**src/rtl/alu_stage_pkg.sv**
```systemverilog
// Shared flag layout and occupancy encoding for the ALU result stage.
// Imported by the interface, the flag generator and the stage top.
package alu_stage_pkg;

  localparam int FLAG_W = 4;
  localparam int FLAG_Z = 0;
  localparam int FLAG_N = 1;
  localparam int FLAG_C = 2;
  localparam int FLAG_V = 3;

  typedef enum logic [1:0] {
    EMPTY = 2'd0,
    HALF  = 2'd1,
    FULL  = 2'd2
  } occ_e;

endpackage

```
**src/rtl/alu_result_stage_if.sv**
```systemverilog
// Adder-to-writeback bundle: input valid/ready with operands and sum,
// output valid/ready with result and flags.
interface alu_result_stage_if #(
  parameter int WIDTH = 8
);
  import alu_stage_pkg::*;

  logic              in_valid;
  logic              in_ready;
  logic [WIDTH-1:0]  A;
  logic [WIDTH-1:0]  B;
  logic              Cin;
  logic [WIDTH-1:0]  Sum;
  logic              out_valid;
  logic              out_ready;
  logic [WIDTH-1:0]  Result;
  logic [FLAG_W-1:0] Flags;

  modport master (
    output in_valid, A, B, Cin, Sum, out_ready,
    input  in_ready, out_valid, Result, Flags
  );

  modport slave (
    input  in_valid, A, B, Cin, Sum, out_ready,
    output in_ready, out_valid, Result, Flags
  );

endinterface

```
**src/rtl/alu_flag_gen.sv**
```systemverilog
// Combinational Z/N/C/V derivation from adder operands and sum.
// Carry is reconstructed from the MSBs, so Cin is not needed.
module alu_flag_gen
  import alu_stage_pkg::*;
#(
  parameter int WIDTH = 8
) (
  input  logic [WIDTH-1:0]  A,
  input  logic [WIDTH-1:0]  B,
  input  logic [WIDTH-1:0]  Sum,
  output logic [FLAG_W-1:0] Flags
);

  localparam int MSB = WIDTH - 1;

  logic am, bm, sm;

  assign am = A[MSB];
  assign bm = B[MSB];
  assign sm = Sum[MSB];

  always_comb begin
    Flags         = '0;
    Flags[FLAG_Z] = (Sum == '0);
    Flags[FLAG_N] = sm;
    Flags[FLAG_C] = (am & bm) | ((am | bm) & ~sm);
    Flags[FLAG_V] = (am == bm) & (sm != am);
  end

endmodule

```
**src/rtl/alu_result_stage.sv**
```systemverilog
// Registered result/flag stage with 2-entry skid buffer (OUT + SKID).
// ALU_STAGE_CHECK_EN adds a sum re-check and the err_sticky port.
module alu_result_stage
  import alu_stage_pkg::*;
#(
  parameter int WIDTH = 8
) (
  input  logic                 clk,
  input  logic                 rst_n,
  alu_result_stage_if.slave    bus
`ifdef ALU_STAGE_CHECK_EN
  ,
  output logic                 err_sticky
`endif
);

  occ_e              state_q, state_d;
  logic              rdy_q;
  logic              acc;
  logic              ld_out, ld_skid, mv_skid;
  logic [FLAG_W-1:0] flags;
  logic [WIDTH-1:0]  out_res_q, skid_res_q;
  logic [FLAG_W-1:0] out_flg_q, skid_flg_q;

  assign acc = bus.in_valid & rdy_q;

  alu_flag_gen #(.WIDTH(WIDTH)) u_flags (
    .A     (bus.A),
    .B     (bus.B),
    .Sum   (bus.Sum),
    .Flags (flags)
  );

  always_comb begin
    state_d = state_q;
    ld_out  = 1'b0;
    ld_skid = 1'b0;
    mv_skid = 1'b0;
    unique case (state_q)
      EMPTY: begin
        if (acc) begin
          ld_out  = 1'b1;
          state_d = HALF;
        end
      end
      HALF: begin
        if (bus.out_ready) begin
          if (acc) ld_out = 1'b1;
          else     state_d = EMPTY;
        end else if (acc) begin
          ld_skid = 1'b1;
          state_d = FULL;
        end
      end
      FULL: begin
        if (bus.out_ready) begin
          mv_skid = 1'b1;
          state_d = HALF;
        end
      end
      default: state_d = EMPTY;
    endcase
  end

  // in_ready is a flop, looking one state ahead
  always_ff @(posedge clk or negedge rst_n) begin
    if (!rst_n) begin
      state_q    <= EMPTY;
      rdy_q      <= 1'b1;
      out_res_q  <= '0;
      out_flg_q  <= '0;
      skid_res_q <= '0;
      skid_flg_q <= '0;
    end else begin
      state_q <= state_d;
      rdy_q   <= (state_d != FULL);
      if (ld_out) begin
        out_res_q <= bus.Sum;
        out_flg_q <= flags;
      end else if (mv_skid) begin
        out_res_q <= skid_res_q;
        out_flg_q <= skid_flg_q;
      end
      if (ld_skid) begin
        skid_res_q <= bus.Sum;
        skid_flg_q <= flags;
      end
    end
  end

  assign bus.in_ready  = rdy_q;
  assign bus.out_valid = (state_q != EMPTY);
  assign bus.Result    = out_res_q;
  assign bus.Flags     = out_flg_q;

`ifdef ALU_STAGE_CHECK_EN
  logic [WIDTH:0] chk_sum;
  logic           chk_bad;

  assign chk_sum = {1'b0, bus.A} + {1'b0, bus.B}
                 + {{WIDTH{1'b0}}, bus.Cin};
  assign chk_bad = (chk_sum[WIDTH-1:0] != bus.Sum)
                 | (chk_sum[WIDTH] != flags[FLAG_C]);

  always_ff @(posedge clk or negedge rst_n) begin
    if (!rst_n)             err_sticky <= 1'b0;
    else if (acc & chk_bad) err_sticky <= 1'b1;
  end
`else
  logic unused_cin;
  assign unused_cin = bus.Cin;
`endif

endmodule

```
**src/flat_wrapper.sv**
```systemverilog
// flat-port wrapper written by rule: the top's interface ports become plain ports
module alu_result_stage_flat import alu_stage_pkg::*;
#(
  parameter int WIDTH = 8
)
  (clk, rst_n, bus_in_valid, bus_A, bus_B, bus_Cin, bus_Sum, bus_out_ready, bus_in_ready, bus_out_valid, bus_Result, bus_Flags);
  alu_result_stage_if #(.WIDTH(WIDTH)) bus_i ();
  input  logic clk;
  input  logic rst_n;
  input wire logic [$bits(bus_i.in_valid)-1:0] bus_in_valid;
  input wire logic [$bits(bus_i.A)-1:0] bus_A;
  input wire logic [$bits(bus_i.B)-1:0] bus_B;
  input wire logic [$bits(bus_i.Cin)-1:0] bus_Cin;
  input wire logic [$bits(bus_i.Sum)-1:0] bus_Sum;
  input wire logic [$bits(bus_i.out_ready)-1:0] bus_out_ready;
  output wire logic [$bits(bus_i.in_ready)-1:0] bus_in_ready;
  output wire logic [$bits(bus_i.out_valid)-1:0] bus_out_valid;
  output wire logic [$bits(bus_i.Result)-1:0] bus_Result;
  output wire logic [$bits(bus_i.Flags)-1:0] bus_Flags;
  assign bus_i.in_valid = bus_in_valid;
  assign bus_i.A = bus_A;
  assign bus_i.B = bus_B;
  assign bus_i.Cin = bus_Cin;
  assign bus_i.Sum = bus_Sum;
  assign bus_i.out_ready = bus_out_ready;
  assign bus_in_ready = bus_i.in_ready;
  assign bus_out_valid = bus_i.out_valid;
  assign bus_Result = bus_i.Result;
  assign bus_Flags = bus_i.Flags;
  alu_result_stage #(.WIDTH(WIDTH)) u_core (.clk(clk), .rst_n(rst_n), .bus(bus_i));
endmodule
```
**config.mk**
```make
export PLATFORM = sky130hd
export DESIGN_NAME = alu_result_stage_flat
export DESIGN_NICKNAME = d
export VERILOG_FILES = /design/src/rtl/alu_stage_pkg.sv /design/src/rtl/alu_result_stage_if.sv /design/src/rtl/alu_flag_gen.sv /design/src/rtl/alu_result_stage.sv /design/src/flat_wrapper.sv
export SDC_FILE = /design/constraint.sdc
export NUM_CORES = 1
export LEC_CHECK = 0
export ABC_AREA = 1
export CORE_ASPECT_RATIO = 1.4
export CORE_MARGIN = 1.5
export CORE_UTILIZATION = 44
export CTS_CLUSTER_SIZE = 8
export DETAILED_ROUTE_END_ITERATION = 10
export GPL_ROUTABILITY_DRIVEN = 0
export PLACE_DENSITY = 0.8
export SYNTH_ARGS = -nofsm -noshare
export SYNTH_HDL_FRONTEND = slang
export SYNTH_SLANG_ARGS = --single-unit
```
**constraint.sdc**
```tcl
create_clock -name clk -period 1.53 [get_ports clk]
set_input_delay 0.306 -clock clk [delete_from_list [all_inputs] [get_ports clk]]
set_output_delay 0.306 -clock clk [all_outputs]
set_load 0.01 [all_outputs]
```
== Word-level counts from Yosys, hierarchy flattened ==
Index checks and enable logic that the tools add are counted.
Word-level totals
  register bits: 27
  bits in latches: 0
  RAM bits: 0
  memory bits (read-only): 0
  input port bits: 29
  output and inout bits: 14
  logic and storage cells: 39
  memories kept: 0
Operators by class
  add/subtract/negate cells: 0
  multipliers: 0
  divide/modulo/power cells: 0
  $lt $le $gt $ge: 0
  eq/ne operators: 5
  shifts and indexed selects: 0
  mux-type cells: 17
  bitwise gates (word level): 7
  reductions and logical operators: 4
Operator list (number)
  $mux W8: 2
  $mux W2: 5
  $logic_not A8 Y1: 1
  $mux W4: 2
  $mux W1: 6
  $pmux W2 S3: 1
  $and A1 B1 Y1: 4
  $reduce_bool A2 Y1: 2
  $eq A2 B1 Y1 const B: 1
  $eq A2 B2 Y1 const B: 1
  $logic_not A2 Y1: 1
  $ne A2 B2 Y1 const B: 1
  $or A1 B1 Y1: 2
  $pmux W1 S2: 1
  $eq A1 B1 Y1: 1
  $ne A1 B1 Y1: 1
  $not A1 Y1: 1

== Logic depth before layout (Yosys ltp) ==
  depth after elaboration: 5
  mapped depth: 7
  gate-level depth less buffers: 7

== Cells and area by module ==
From an unflattened synthesis, not the netlist that was laid out.
Second synthesis, totals
  cell total of the unflattened synthesis: 181
  area, all modules: 1476.4 um^2
By module, submodules not included
  alu_result_stage: instances 1, cells each 163, area each 1381.3 um^2, seq. area each 676.9 um^2
  alu_flag_gen: instances 1, cells each 18, area each 95.1 um^2, seq. area each 0.0 um^2

== Worst setup path after synthesis ==
OpenSTA, ideal clock, no wires.
  path type: reg-to-reg
  start: register u_core.rdy_q, in the netlist u_core.bus.in_ready
  end: register u_core.out_flg_q[2], in the netlist u_core.bus.Flags[2]
  setup time: 0.119 ns
  data arrival time: 1.076 ns
  data required time: 1.411 ns
  slack: 0.336 ns
  cell stages (with the launch flop): 7
  path buffers: 1
  period minus slack after synthesis: 1.194 ns
  cell sequence: dfstp_2 > nand3_2 > nor2_2 > nor2_4 > buf_6 > nand2_1 > nand2_1
On the way
  longest elaborated chain between the ends: 5
  elaborated cells between the ends (all ways): 6
  classes of those cells: 4 x mux; 1 x bitwise; 1 x reduce/logical
Ends and longest elaborated chain
  start, declared: line alu_result_stage.sv:18  | logic rdy_q;
  start signal, assigned: line alu_result_stage.sv:76  | rdy_q <= (state_d != FULL);
  $and A1 B1 Y1 (*): line alu_result_stage.sv:25  | assign acc = bus.in_valid & rdy_q;
  $mux W1 (*): line alu_result_stage.sv:41, alu_result_stage.sv:48
  $mux W1: line alu_result_stage.sv:47  | if (bus.out_ready) begin
  $pmux W1 S2 (*): line alu_result_stage.sv:39  | unique case (state_q)
  $mux W4 or $reduce_bool A2 Y1 (tied branches)
  end signal, assigned: line alu_result_stage.sv:79  | out_flg_q <= flags;
  end signal, assigned: line alu_result_stage.sv:82  | out_flg_q <= skid_flg_q;
  end, declared: line alu_result_stage.sv:23  | logic [FLAG_W-1:0] out_flg_q, skid_flg_q;
Mark *: on every way between the ends. The rest lies on a longest branch, timed or not.
A chain may end at the register's enable or synchronous reset.

== Worst setup path after layout ==
  start: register u_core.rdy_q, in the netlist u_core.bus.in_ready
  end: output bus_in_ready
RTL lines
  end, declared: line flat_wrapper.sv:16  | output wire logic [$bits(bus_i.in_ready)-1:0] bus_in_ready;
No word-level cell between the ends.

==> summary.txt <==
Run status
  – Status: completed

Finish
  – Multi-input logic area: ~500 um^2
  – Number of diodes: 0
  – Area Growth Syn to Fin: 34.0%
  – Layout cells sized above 1: 0.156
  – Nets: roughly 240
  – Sequential cell area: about 630 um^2
  – # fillers: between 200 and 300

Synthesis
  – Largest area contributor in the netlist: dfrtp_1
  – Flops & latches, synth: 25
  – Cell Area, Synth: 1260 um^2
  – Yosys top cell area share: 0.477
  – Mapped Cells: 166
  – YS warnings: 0
  – Avg Cell Area, Syn: 7.59 um^2
  – Main area contributors after synthesis: dfrtp_1 (48%), nand2_1 (14%), nor2_1 (11%), inv_1 (6.9%), o21ai_0 (3.2%)
  – Syn_nets: approximately 200
  – Register area share after synthesis: 0.498
  – Netlist cell types: 18

Timing
  – Fmax achieved: ~700 MHz
  – Final Hold Vio Count: 0
  – RSZ-0062 raised after global routing: no
  – Worst hold slack: approximately 0.34 ns
  – Fin. max-slew vios: 0
  – # setup viols final: 0
  – Rel. slew slack: 0.785
  – Fin crit period: 1.46 ns
  – Fin crit share: 0.952
  – Clock skew: between 0.005 and 0.006 ns
  – Worst-margin pin slew: 0.322 ns
  – PnR worst setup slack: between 0.07 and 0.08 ns

Route
  – Via/cell ratio: 4.60
  – First drt pass iteration count: 4
  – DRT Wirelength: ~2700 um
  – Wire length per cell: 11.2 um
  – DRT antenna net count: 0
  – Starting DRT DRC Count: 22
  – Drt drc: 0
  – Via count: between 1,000 and 1,500

Clock network
  – Root buf cell: clkbuf_4
  – CTS Hold Bufs: 0
  – CTS Sinks: 25
  – CTS Buffer Depth: 2
  – CTS Buf Count: 3
  – TritonCTS clock tree: yes
  – H-tree Lvls: 1
  – Worst-skew pair later-pin latency: approximately 0.31 ns
  – CTS clock-pin slew for the worst setup and hold paths: between 0.1 and 0.15 ns

Floorplanning
  – Die Ht: approximately 66 um
  – Top-Level Pins: 43
  – DIE AREA: approximately 3200 um^2
  – Die width: 48.2 um
  – Starting Density: 0.472
  – Row cnt: 22
  – Core area: approximately 2700 um^2

Global routing
  – First-pass GRT wire length: about 4400 um
  – GRT Residual Overflow: 0
  – Tot GR Track Use: 0.193
  – Antenna violations before repair: 0
  – Largest net degree at the start of global routing: 26
  – Vias in the first global route: ~1,100

Power
  – Pwr Density: around 1500 nW/um^2
  – Leakage: between 0.0009 and 0.001 uW
  – Maximum vdd ir drop: a little over 0.0009 V

Setup path
  – CP bufs+invs: 1
  – CP cell instances: dlygate4sd2_1
  – Critical path required time: about 1.2 ns
  – Crit-path slowest cell: dfstp_2
  – Critical path class: flip-flop to output pin
  – CP Launch Type: flip-flop
  – CP Capture Type: output pin
  – Top delay family on crit path: flip-flops
  – CP max stage delay: 0.57 ns
  – Arrival @ worst endpoint: between 1 and 1.5 ns
  – Crit-path max FO: 3

Min path
  – Path type of the worst min-delay path: input pin to async pin

Flow run
  – Max-Cap Viols: 0

Placement
  – Setup WS pre-CTS: -0.0510 ns
  – HPWL after DPL: approximately 2000 um
  – PortBufs: 27
metal layers:
layer	GRT usage	wire length, um
met5	0	0
met4	0.108	53
met1	0.216	1110
met2	0.332	1450
met3	0.0164	81
final timing paths:
check,startpoint,end,slack (ns),depth (start not counted)
max,u_core.bus.in_ready,bus_in_ready,0.07,1
min,rst_n,u_core.bus.Result[0],0.34,2
max reg2reg,u_core.bus.in_ready,u_core.bus.Flags[2],0.26,6
min reg2reg,u_core.bus.Result[0],u_core.bus.Result[0],0.49,2
max in group asynchronous,rst_n,u_core.bus.in_ready,0.89,2
min in group clk,u_core.bus.Result[0],u_core.bus.Result[0],0.49,2
state kept, by name, summed over array words and instances, names as in the netlist:
name,cells
u_core.state_q,2
u_core.bus.in_ready,1
u_core.skid_flg_q,4
u_core.bus.Flags,4
u_core.skid_res_q,7
u_core.bus.Result,7
timing repair:
item | 4_1_cts | 5_1_grt
setup endpoints to repair | 14 | 0
gates resized for setup | 14 | 0
buffers inserted | 3 | 0
layout make-up:
cell class	count	share of cell area
clock inverter	1	0.00297
multi-input combinational	109	0.291
inverter	28	0.0623
clock buffer	3	0.0133
timing repair buffer	39	0.233
tap	36	0.0267
sequential	25	0.371
placed cells by master (no fill, tap or decap), types with 4 or more instances in the layout:
cell type and n:
dfrtp_1 24, clkdlybuf4s50_1 13, buf_4 8, dlygate4sd2_1 14
nand2_1 47, o21ai_0 8, inv_2 5, inv_1 23
nor2_1 38, buf_12 4
report_power, final:
part	total [uW]	switching (uW)	internal, uW
combinational	1190	632	555
sequential	1080	128	955
clock	290	193	97.7
cell usage after synthesis:
master,instances
inv_1,23
nor2_4,3
nand2_1,47
dfrtp_1,24
a21oi_1,2
inv_2,5
nor2_2,2
nand3_2,1
o21ai_2,1
buf_4,2
o21ai_1,2
a21oi_2,1
buf_6,2
o21ai_0,8
dfstp_2,1
nor2_1,38
nand2_2,2
ha_1,2
cell families after synthesis:
logic type / share of synthesized area
compound gates: 0.0616
flops: 0.498
fa+ha+maj: 0.0199
simple gates: 0.308
buf+inv: 0.113
per-stage QoR:
step / utilization / area, um^2 / instances / TNS (ns) / total power (uW)
after floorplan: - / 1260 / 166 / 0 / 1740
after global placement: 0.620 / 1660 / 234 / -0.00638 / 2310
after detailed placement: 0.620 / 1660 / 234 / -0.151 / 2370
after CTS: 0.632 / 1690 / 241 / 0 / 2590
after global routing: 0.632 / 1690 / 241 / 0 / 2780
final: 0.632 / 1690 / 241 / 0 / 2560
(Power assumes the default switching activity.)
